### src/rtl/fifo_write_arbiter_pkg.sv
// ============================================================================
//  Module  : fifo_write_arbiter_pkg
//  Brief   : Shared state encoding and helper function for the FIFO write arbiter
//  Rev     : 1.0  initial release
// ============================================================================
`default_nettype none

package fifo_write_arbiter_pkg;

    localparam logic [0:0] ST_IDLE  = 1'b0;
    localparam logic [0:0] ST_BURST = 1'b1;

    // Same ceiling-log2 used by the FIFO; evaluated at elaboration only.
    function automatic int clog2(input int value);
        int r;
        for (r = 0; (1 << r) < value; r++) begin
        end
        return r;
    endfunction

endpackage

`default_nettype wire

### src/rtl/fifo_write_arbiter_rr_pick.sv
// ============================================================================
//  Module  : rr_pick
//  Brief   : Combinational round-robin picker (double-width mask technique)
//  Rev     : 1.0  initial release
// ============================================================================
`default_nettype none

module rr_pick #(
    parameter int NUM_REQ = 4,
    parameter int SRC_W   = 2
) (
    input  logic [NUM_REQ-1:0] req,
    input  logic [SRC_W-1:0]   ptr,
    output logic [SRC_W-1:0]   gnt,
    output logic               any
);

    localparam int c_DBL_W = 2 * NUM_REQ;

    logic [c_DBL_W-1:0] w_dbl;
    logic [c_DBL_W-1:0] w_mask;
    logic [c_DBL_W-1:0] w_masked;

    // The upper copy of req guarantees that the wrap-around candidates sit
    // above ptr, so the lowest surviving bit is always the round-robin winner.
    always_comb begin
        w_dbl    = {req, req};
        w_mask   = ~((c_DBL_W'(1) << ptr) - c_DBL_W'(1));
        w_masked = w_dbl & w_mask;
        gnt      = '0;
        for (int i = c_DBL_W - 1; i >= 0; i--) begin
            if (w_masked[i]) begin
                gnt = SRC_W'(i % NUM_REQ);
            end
        end
        any = |req;
    end

endmodule

`default_nettype wire

### src/rtl/fifo_write_arbiter.sv
// ============================================================================
//  Module  : fifo_write_arbiter
//  Brief   : Round-robin burst arbiter feeding the single cdcfifo write port
//  Rev     : 1.0  initial release
// ============================================================================
`default_nettype none

module fifo_write_arbiter
    import fifo_write_arbiter_pkg::*;
#(
    parameter int NUM_REQ    = 4,
    parameter int FIFO_WIDTH = 8,
    parameter int MAX_BURST  = 16,
    parameter int SRC_W      = clog2(NUM_REQ)
) (
    input  logic                          wrclk,
    input  logic                          rst,
    input  logic [NUM_REQ-1:0]            reqValid,
    input  logic [NUM_REQ-1:0]            reqLast,
    input  logic [NUM_REQ*FIFO_WIDTH-1:0] reqData,
    output logic [NUM_REQ-1:0]            reqReady,
    output logic                          writeValid,
    output logic [FIFO_WIDTH-1:0]         writeData,
    output logic [SRC_W-1:0]              writeSrc,
    input  logic                          writeReady,
    output logic                          busy
);

    localparam int                 c_CNT_W      = (MAX_BURST > 1) ? clog2(MAX_BURST) : 1;
    localparam logic [c_CNT_W-1:0] c_LAST_BEAT  = c_CNT_W'(MAX_BURST - 1);
    localparam logic [SRC_W-1:0]   c_LAST_OWNER = SRC_W'(NUM_REQ - 1);

    logic [0:0]            r_state;
    logic [SRC_W-1:0]      r_owner;
    logic [SRC_W-1:0]      r_rr_ptr;
    logic [c_CNT_W-1:0]    r_beat_cnt;
    logic                  r_write_valid;
    logic [FIFO_WIDTH-1:0] r_write_data;
    logic [SRC_W-1:0]      r_write_src;

    logic [0:0]            w_state_nxt;
    logic [SRC_W-1:0]      w_owner_nxt;
    logic [SRC_W-1:0]      w_rr_ptr_nxt;
    logic [c_CNT_W-1:0]    w_beat_cnt_nxt;
    logic                  w_busy;
    logic                  w_load_ok;
    logic                  w_xfer;
    logic [SRC_W-1:0]      w_pick_gnt;
    logic                  w_pick_any;
    logic [FIFO_WIDTH-1:0] w_owner_data;

    rr_pick #(
        .NUM_REQ (NUM_REQ),
        .SRC_W   (SRC_W)
    ) u_rr_pick (
        .req (reqValid),
        .ptr (r_rr_ptr),
        .gnt (w_pick_gnt),
        .any (w_pick_any)
    );

    assign w_busy       = (r_state == ST_BURST);
    assign w_load_ok    = !r_write_valid || writeReady;
    assign w_xfer       = w_busy && w_load_ok && reqValid[r_owner];
    assign w_owner_data = reqData[r_owner*FIFO_WIDTH +: FIFO_WIDTH];

    always_comb begin
        reqReady = '0;
        for (int i = 0; i < NUM_REQ; i++) begin
            if (w_busy && w_load_ok && (r_owner == SRC_W'(i))) begin
                reqReady[i] = 1'b1;
            end
        end
    end

    // A grant ends on the packet's last beat or when the burst cap is hit;
    // a stalled owner keeps the grant indefinitely.
    always_comb begin
        w_state_nxt    = r_state;
        w_owner_nxt    = r_owner;
        w_rr_ptr_nxt   = r_rr_ptr;
        w_beat_cnt_nxt = r_beat_cnt;
        case (r_state)
            ST_IDLE: begin
                if (w_pick_any) begin
                    w_state_nxt    = ST_BURST;
                    w_owner_nxt    = w_pick_gnt;
                    w_beat_cnt_nxt = '0;
                end
            end
            ST_BURST: begin
                if (w_xfer) begin
                    if (reqLast[r_owner] || (r_beat_cnt == c_LAST_BEAT)) begin
                        w_state_nxt  = ST_IDLE;
                        w_rr_ptr_nxt = (r_owner == c_LAST_OWNER) ? '0 : r_owner + 1'b1;
                    end else begin
                        w_beat_cnt_nxt = r_beat_cnt + 1'b1;
                    end
                end
            end
        endcase
    end

    always_ff @(posedge wrclk) begin
        if (rst) begin
            r_state       <= ST_IDLE;
            r_owner       <= '0;
            r_rr_ptr      <= '0;
            r_beat_cnt    <= '0;
            r_write_valid <= 1'b0;
            r_write_data  <= '0;
            r_write_src   <= '0;
        end else begin
            r_state    <= w_state_nxt;
            r_owner    <= w_owner_nxt;
            r_rr_ptr   <= w_rr_ptr_nxt;
            r_beat_cnt <= w_beat_cnt_nxt;
            if (w_load_ok) begin
                r_write_valid <= w_xfer;
                if (w_xfer) begin
                    r_write_data <= w_owner_data;
                    r_write_src  <= r_owner;
                end
            end
        end
    end

    assign writeValid = r_write_valid;
    assign writeData  = r_write_data;
    assign writeSrc   = r_write_src;
    assign busy       = w_busy;

endmodule

`default_nettype wire

### config.mk
export PLATFORM = sky130hd
export DESIGN_NAME = fifo_write_arbiter
export DESIGN_NICKNAME = d
export VERILOG_FILES = /design/src/rtl/fifo_write_arbiter_pkg.sv /design/src/rtl/fifo_write_arbiter_rr_pick.sv /design/src/rtl/fifo_write_arbiter.sv
export SDC_FILE = /design/constraint.sdc
export NUM_CORES = 1
export LEC_CHECK = 0
export CORE_MARGIN = 10
export CORE_UTILIZATION = 36
export DETAILED_ROUTE_END_ITERATION = 8
export GPL_ROUTABILITY_DRIVEN = 0
export MAX_ROUTING_LAYER = met4
export PLACE_DENSITY = 0.75
export SLEW_MARGIN = 30
export SYNTH_ARGS = -nofsm -noshare
export SYNTH_HDL_FRONTEND = slang
export SYNTH_SLANG_ARGS = --single-unit
### constraint.sdc
create_clock -name wrclk -period 2.1 [get_ports wrclk]
set_clock_uncertainty 0.2 [all_clocks]
set_input_delay 0.42 -clock wrclk [delete_from_list [all_inputs] [get_ports wrclk]]
set_output_delay 0.42 -clock wrclk [all_outputs]
set_load 0.005 [all_outputs]
# Word level (Yosys, flattened, before mapping)
# Index checks and enable logic that the tools add are counted.
dict set report classes {
  n_addsub 3
  n_lt_le_gt_ge 1
  eq_ne 7
  n_shift 2
  n_mux 25
  bitwise 3
  n_reduce_logical 15
}
# op count
set op_table {}
lappend op_table {{$shiftx 32x6->8} 1}
lappend op_table {{$mux 2} 9}
lappend op_table {{$mux 4} 3}
lappend op_table {{$mux 1} 9}
lappend op_table {{$and 8x8->8} 1}
lappend op_table {{$not 8->8} 1}
lappend op_table {{$pmux 4 s2} 1}
lappend op_table {{$shl 1x2->8 const A} 1}
lappend op_table {{$sub 8x2->8 const B} 1}
lappend op_table {{$logic_and 1x1->1} 6}
lappend op_table {{$reduce_and 3->1} 2}
lappend op_table {{$add 4x1->4 const B} 1}
lappend op_table {{$bmux 1 s2} 2}
lappend op_table {{$eq 2x2->1 const B} 2}
lappend op_table {{$eq 4x4->1 const B} 1}
lappend op_table {{$ne 2x1->1 const B} 2}
lappend op_table {{$reduce_and 2->1} 2}
lappend op_table {{$reduce_or 4->1} 1}
lappend op_table {{$lt 2x3->1 const B} 1}
lappend op_table {{$add 2x1->2 const B} 1}
lappend op_table {{$eq 2x1->1 const B} 1}
lappend op_table {{$logic_not 2->1} 1}
lappend op_table {{$logic_or 1x1->1} 2}
lappend op_table {{$ne 2x2->1 const B} 1}
lappend op_table {{other kinds (3)} 3}
dict set report totals {
  register_bits 20
  input_bits 43
  word_cells 63
}

# Depth between registers and ports, before layout
# Gate-level depths: netlist of run 1.
dict set report logic_depth {
  ltp_word 12
  mapped_depth 8
  depth_no_buf 8
}

# Modules after synthesis
# Synthesis of run 1 repeated with hierarchy kept, for this count alone.
dict set report hier_totals {
  cells_unflattened 137
  area_unflattened_um2 1273.7
}
# module instances cells_each area_each_um2 seq_area_each_um2
set modules_own_cells {}
lappend modules_own_cells {fifo_write_arbiter 1 120 1168.6 400.4}
lappend modules_own_cells {rr_pick 1 17 105.1 0.0}

# Least setup slack after synthesis of run 1
# OpenSTA, ideal clock, no wires.
dict set report synth_timing {
  path_kind {register to register}
  from {register r_owner[0]}
  to {register r_beat_cnt[3]}
  setup_ns 0.070
  arrival_ns 1.719
  required_time_ns 1.830
  path_slack_ns 0.111
  path_stages_with_launch 7
  period_less_slack_ns 1.989
  path_cell_list {dfxtp_1 > buf_6 > mux4_2 > a311oi_2 > o2bb2ai_2 > or3_1 > a21boi_1}
}
dict set report synth_between {
  elab_chain_cells 5
  elab_cells_between_ends 9
}
# item line
set synth_lines {}
lappend synth_lines {{start: declaration} fifo_write_arbiter.sv:34} ;# logic [SRC_W-1:0] r_owner;
lappend synth_lines {{start signal: assignment} fifo_write_arbiter.sv:115} ;# r_owner <= w_owner_nxt;
lappend synth_lines {{$bmux 1 s2, on equally long branches} {fifo_write_arbiter.sv:93, fifo_write_arbiter.sv:64}}
lappend synth_lines {{$mux 1, on equally long branches} {fifo_write_arbiter.sv:93, fifo_write_arbiter.sv:64}}
lappend synth_lines {{$logic_or 1x1->1 or $logic_and 1x1->1 (tied branches)} {fifo_write_arbiter.sv:93, fifo_write_arbiter.sv:64}}
lappend synth_lines {{$ne 2x2->1 (no source line) or $ne 2x1->1 (tied branches)} n/a}
lappend synth_lines {{$reduce_and 3->1 (no source line) (*)} n/a}
lappend synth_lines {{end signal: assignment} fifo_write_arbiter.sv:117} ;# r_beat_cnt <= w_beat_cnt_nxt;
lappend synth_lines {{end: declaration} fifo_write_arbiter.sv:36} ;# logic [c_CNT_W-1:0] r_beat_cnt;
# Every way passes the cells marked *; elsewhere a longest branch is shown, timed or not. The select of a mux whose other input is x is not followed.
# A chain may end at the register's enable or synchronous reset.

# Final worst setup path of run 1
# Same ends and word-level chain as after synthesis.

==> results of run 1 <==
## power breakdown
group          leakage, nW  switching, mW  internal [mW]  total, mW
clock               0.0210          0.123          0.106      0.229
combinational        0.697          0.121          0.221      0.342
sequential           0.164         0.0237          0.401      0.425
total                0.882          0.268          0.729      0.996
## area by class of cell
type | instances | area (sq um)
multi-input cells | 85 | 767.0
well taps | 46 | 57.56
flip-flops and latches | 20 | 407.9
clock buffers | 4 | 36.28
inverters | 6 | 22.52
fillers | 282 | 1250
repair buffers | 79 | 743.2
## metrics by stage
stage          hold slack (ns)  area, sq um
6_report                0.2662         2034
5_1_grt                 0.2859         2034
4_1_cts                 0.2656         1999
3_5_place_dp            0.2487         1958
3_3_place_gp            0.2466         1958
2_1_floorplan           0.2527         1214
## path summary, 6_finish.rpt
kind	slack (ns)	end	startpoint
max	0.01	r_beat_cnt[3]$_SDFFE_PP0P_	r_owner[0]$_SDFFE_PP0P_
min	0.27	writeSrc[0]$_SDFFE_PP0P_	writeSrc[0]$_SDFFE_PP0P_
min reg2reg	0.27	writeSrc[0]$_SDFFE_PP0P_	writeSrc[0]$_SDFFE_PP0P_
max reg2reg	0.01	r_beat_cnt[3]$_SDFFE_PP0P_	r_owner[0]$_SDFFE_PP0P_
## kinds of logic after synthesis
family          synth area share
simple gates              0.1454
compound gates            0.1392
mux                       0.2753
flops                     0.3299
buf+inv                  0.04845
fa+ha+maj                0.06185
## flip-flops by register name, indices dropped and copies added (netlist names)
name and count:
r_beat_cnt 4, r_owner 2, busy 1, writeValid 1
r_rr_ptr 2, writeData 8, writeSrc 2
## critical path, cell delays in order (launching register included)
cell and delay, ns:
dfxtp_4 0.41, mux4_2 0.52, a311oi_2 0.30, o2bb2ai_2 0.13
or3_1 0.35, a21boi_1 0.12
## metal layers
layer | wire [um] | part of all wire | global-route usage | vias up
met5 | 0 | 0 | - | -
met4 | 44 | 0.011 | 0.03763 | 0
met3 | 166 | 0.043 | 0.02278 | 4
met2 | 2101 | 0.55 | 0.2385 | 37
met1 | 1522 | 0.40 | 0.1376 | 574
li1 | - | - | - | 594
## cell usage in the layout (no fill, tap or decap), types with 2 or more instances in the layout
cell             count
dfxtp_1             18
dfxtp_4              2
mux2i_1              9
mux4_2               8
clkbuf_4             3
o21ai_0              2
nand2b_1             2
and3_1               4
a21oi_1              7
inv_1                6
nand2_1              3
nor2_1              17
ha_1                 6
mux4_1               2
o211ai_1             2
dlymetal6s2s_1       4
or3_1                3
buf_4               21
dlygate4sd2_1        4
clkdlybuf4s50_1     50
## timing repair
action / in CTS / in global routing
endpoints found under the setup margin: 7 / 6
gates resized for setup: 7 / 7
setup buffers: 0 / 2
pin swaps: 0 / 4
==> run summary, run 1 <==
Post-synth EDFFs - 0
Finished Core Util - 0.6194
Worst Hold Path Cells - 2
Final HPWL DP - 3.273 mm
Worst Path Arrival - 2.13 ns
Sequential cell area fraction in the yosys report - 0.3299
Crit path kind - register to register
# port buffers - 58
Main area contributors after synthesis - dfxtp_1, mux4_2, mux2i_1, ha_1, nor2_1
Yosys warns - 0
Post-synth top cells - dfxtp_1, nor2_1, mux2i_1
Die ar. - 0.006093 sq mm
Post-route ant nets - 0
Hold-fix buffers, CTS - 0
Global-route wire length before repair - 6.285 mm
Final Hold Fails - 0
Max transition margin - 0.5430
# clock sinks - 20
Largest net degree at the start of global routing - 12
Synth unique cells - 37
R2r worst-path depth - 5
Area growth syn-to-layout - 67.63%
Avg Cell Area, Syn - 10.29 sq um
DRC viols - 0
Share of cells above drive strength 1 - 0.2165
Initial Utilization - 0.3695
DRT Pass-1 Iters - 4
Core ar. - 0.003284 sq mm
Via Count - 1209
Power after layout - 996.3 uW
CTS Buffer Depth - 2
Min setup slack post-route - 0.01465 ns
CTS tree - done
Post-Layout Cell Count - 240
Worst EP required - 2.14 ns
Final wirelength - 3.835 mm
Worst skew pair latency - 0.30 ns
Crit path time final - 2.085 ns
Top Ports - 59
Vias in the first global route - 1348
Maximum capacitance violations - 0
Via density - 5.038
Total CTS buffers - 3
Slew @ Worst Pin - 0.6683 ns
Routed len/inst - 15.98 um
Synth Register Bits - 20
Pre-CTS WS - -0.3080 ns
Total congestion overflow - 0
Worst IR Drop VDD - 0.0002547 V
Cell Area, Synth - 0.001214 sq mm
Row count - 21
Cells after DPL - 234
Endpoint type of the worst setup path - register
Top FF cell, synth - dfxtp_1
Top-area cell type share of the netlist area - 0.3299
Syn_nets - 167
Tcrit/Tclk final - 0.9930
F_max - 479.5 MHz
Most instantiated library cell after synthesis - dfxtp_1
Nets - 244
Power Density - 489.7 mW/mm^2
Leakage - 0.8822 nW
Initial drt markers - 49
Die H - 78.06 um
H-Tree Depth - 1
RSZ-0062 raised after global routing - true
Slew Viols, Final - 0
Final-report setup violation count - 0
CTS root buf - clkbuf_4
# diodes - 0
Fin Setup TNS - 0 ns
Status - complete, no violations
Die X - 78.06 um
Initial antenna violation count - 0
Worst min path class - register to register
Synth area leader - dfxtp_1
Crit path max fanout - 6
GRT Util Overall - 0.1294
Synth async-reset ratio - 0
Clock-pin slew on the worst setup and hold paths - 0.12 ns
Cells after Synth - 118
CP Launch Type - register
No activity file was read; power rests on OpenSTA's default activity.
==> run 2, diff against run 1 <==
--- a/config.mk
+++ b/config.mk
@@ -5,7 +5,7 @@
 export SDC_FILE = /design/constraint.sdc
 export NUM_CORES = 1
 export LEC_CHECK = 0
-export CORE_MARGIN = 10
+export CORE_MARGIN = 1
 export CORE_UTILIZATION = 36
 export DETAILED_ROUTE_END_ITERATION = 8
 export GPL_ROUTABILITY_DRIVEN = 0
==> run 2 against run 1 <==
  * Design area is 0.61% lower
  * Global-route usage increased by 7.8 points
  * First-iteration DRC count decreased by 47%
  * Critical endpoint is now reqReady[1]
  * Worst setup slack gained 0.049 ns
  * Hold slack better by 0.020 ns
  * Clock power is essentially flat
  * Wire length down 13%
  * Sequential share of layout area hardly changed
  * Cell count shrank 0.83%
==> run summary, run 2 (synthesis gave the netlist of run 1 again) <==
Status - complete, no violations (unchanged)
CP Launch Type - input port (was register)
Row count - 20 (was 21)
# diodes - 0 (unchanged)
Worst min path class - register to register (unchanged)
Worst Hold Path Cells - 2 (unchanged)
Nets - 244 (unchanged)
R2r worst-path depth - 5 (unchanged)
Hold-fix buffers, CTS - 0 (unchanged)
Initial drt markers - 26 (was 49)
# port buffers - 58 (unchanged)
Top Ports - 59 (unchanged)
Vias in the first global route - 1315 (was 1348)
Worst path slowest cell - clkdlybuf4s50_1 (was mux4_2)
Final HPWL DP - 2.691 mm (was 3.273 mm)
Slew Viols, Final - 0 (unchanged)
Largest net degree at the start of global routing - 12 (unchanged)
Die ar. - 0.003607 sq mm (was 0.006093 sq mm)
Max FFs per register - 8 (unchanged)
Endpoint type of the worst setup path - output port (was register)
Via Count - 1239 (was 1209)
Max transition margin - 0.5606 (was 0.5430)
Via density - 5.206 (was 5.038)
Slew @ Worst Pin - 0.6424 ns (was 0.6683 ns)
Crit path kind - input port to output port (was register to register)
Clock-pin slew on the worst setup and hold paths - 0.11 ns (was 0.12 ns)
H-Tree Depth - 1 (unchanged)
Area growth syn-to-layout - 66.60% (was 67.63%)
Routed len/inst - 14.07 um (was 15.98 um)
Die H - 60.06 um (was 78.06 um)
DRT Pass-1 Iters - 4 (unchanged)
Tcrit/Tclk final - 0.9697 (was 0.9930)
Most common cell after layout, fill and taps aside - clkdlybuf4s50_1 (unchanged)
Worst skew pair latency - 0.30 ns (about the same)
F_max - 491.1 MHz (was 479.5 MHz)
Largest incremental delay on the critical path - 0.40 ns (was 0.52 ns)
Post-route ant nets - 0 (unchanged)
Maximum capacitance violations - 0 (unchanged)
CTS tree - done (unchanged)
Worst EP required - 1.48 ns (was 2.14 ns)
Worst IR Drop VDD - 0.0002229 V (was 0.0002547 V)
Core ar. - 0.003128 sq mm (was 0.003284 sq mm)
Global-route wire length before repair - 5.347 mm (was 6.285 mm)
Power after layout - 991.9 uW (was 996.3 uW)
Cell chain of the critical path - clkdlybuf4s50_1 > nand2b_4 > and3_1 > dlygate4sd2_1 (was mux4_2 > a311oi_2 > o2bb2ai_2 > or3_1 > a21boi_1)
Final Cell Area - 0.002022 sq mm (was 0.002034 sq mm)
Power Density - 490.6 mW/mm^2 (was 489.7 mW/mm^2)
# clock sinks - 20 (unchanged)
Initial antenna violation count - 0 (unchanged)
Commonest cells after routing, fill and taps aside - clkdlybuf4s50_1, buf_4, dfxtp_1, nor2_1, mux2i_1 (unchanged)
Total CTS buffers - 3 (unchanged)
Die X - 60.06 um (was 78.06 um)
Total congestion overflow - 0 (unchanged)
Share of cells above drive strength 1 - 0.2165 (unchanged)
CTS Buffer Depth - 2 (unchanged)
Crit path time final - 2.036 ns (was 2.085 ns)
Final-report setup violation count - 0 (unchanged)
Crit path max fanout - 5 (was 6)
Worst Path Arrival - 1.42 ns (was 2.13 ns)
DRC viols - 0 (unchanged)
Final wirelength - 3.349 mm (was 3.835 mm)
Leakage - 0.8723 nW (was 0.8822 nW)
Final Hold Fails - 0 (unchanged)
Postcts setup bufs - 0 (unchanged)
Initial Utilization - 0.3880 (was 0.3695)
GRT Util Overall - 0.2075 (was 0.1294)
CTS root buf - clkbuf_4 (unchanged)
Post-DP Area - 0.001971 sq mm (was 0.001958 sq mm)
RSZ-0062 raised after global routing - false (was true)
-- run 2: cell types whose count changed in the layout (fill, tap and decap cells not counted), sizes merged --
cell / previous run / this run
clkdlybuf4s50: 50 / 51
dlymetal6s2s: 4 / 3
-- run 2: critical path: cells and delay by family --
family	cells	cell delay (ns)
buffers and inverters	2	0.66
and+or+nand+nor	2	0.33
-- run 2: final cells by class --
class,count,area (sq um)
Clock buffer,4,36.28
Fill cell,271,1106
Inverter,6,22.52
Multi-Input combinational cell,85,762.0
Sequential cell,20,405.4
Tap cell,44,55.05
Timing Repair Buffer,79,740.7
-- run 2: power by group --
part           switching [mW]  internal (mW)  total, mW
Clock                   0.123          0.106      0.229
Combinational           0.119          0.218      0.337
Sequential             0.0247          0.402      0.427
-- run 2: metrics by stage --
step	TNS (ns)	hold slack [ns]	setup WS (ns)	cells	util
2_1_floorplan	0	0.2527	0.1109	118	-
3_3_place_gp	-4.326	0.2622	-0.2406	234	0.6300
3_5_place_dp	-5.317	0.2663	-0.3094	234	0.6300
4_1_cts	0	0.2867	0.01154	238	0.6432
5_1_grt	0	0.3170	0.01152	238	0.6464
6_report	0	0.2866	0.06364	238	0.6464
-- run 2: final timing paths --
path	startpoint	end	slack [ns]
worst max-delay path	writeReady	reqReady[1]	0.06
worst min-delay path	writeSrc[0]$_SDFFE_PP0P_	writeSrc[0]$_SDFFE_PP0P_	0.29
worst max register to register	r_owner[0]$_SDFFE_PP0P_	r_beat_cnt[3]$_SDFFE_PP0P_	0.09
worst min register to register	writeSrc[0]$_SDFFE_PP0P_	writeSrc[0]$_SDFFE_PP0P_	0.29
-- run 2: what timing repair did --
action / 4_1_cts / 5_1_grt
setup endpoints to repair: 4 / 5
resized for setup: 8 / 5
pin swaps: 0 / 0
endpoints found under the hold margin: 0 / 0
-- run 2: routing by layer --
metal,part of all wire,global-route usage
met1,0.39,0.2075
met2,0.52,0.3841
met4,0.022,0.09967
met5,0,-
met3,0.059,0.03680
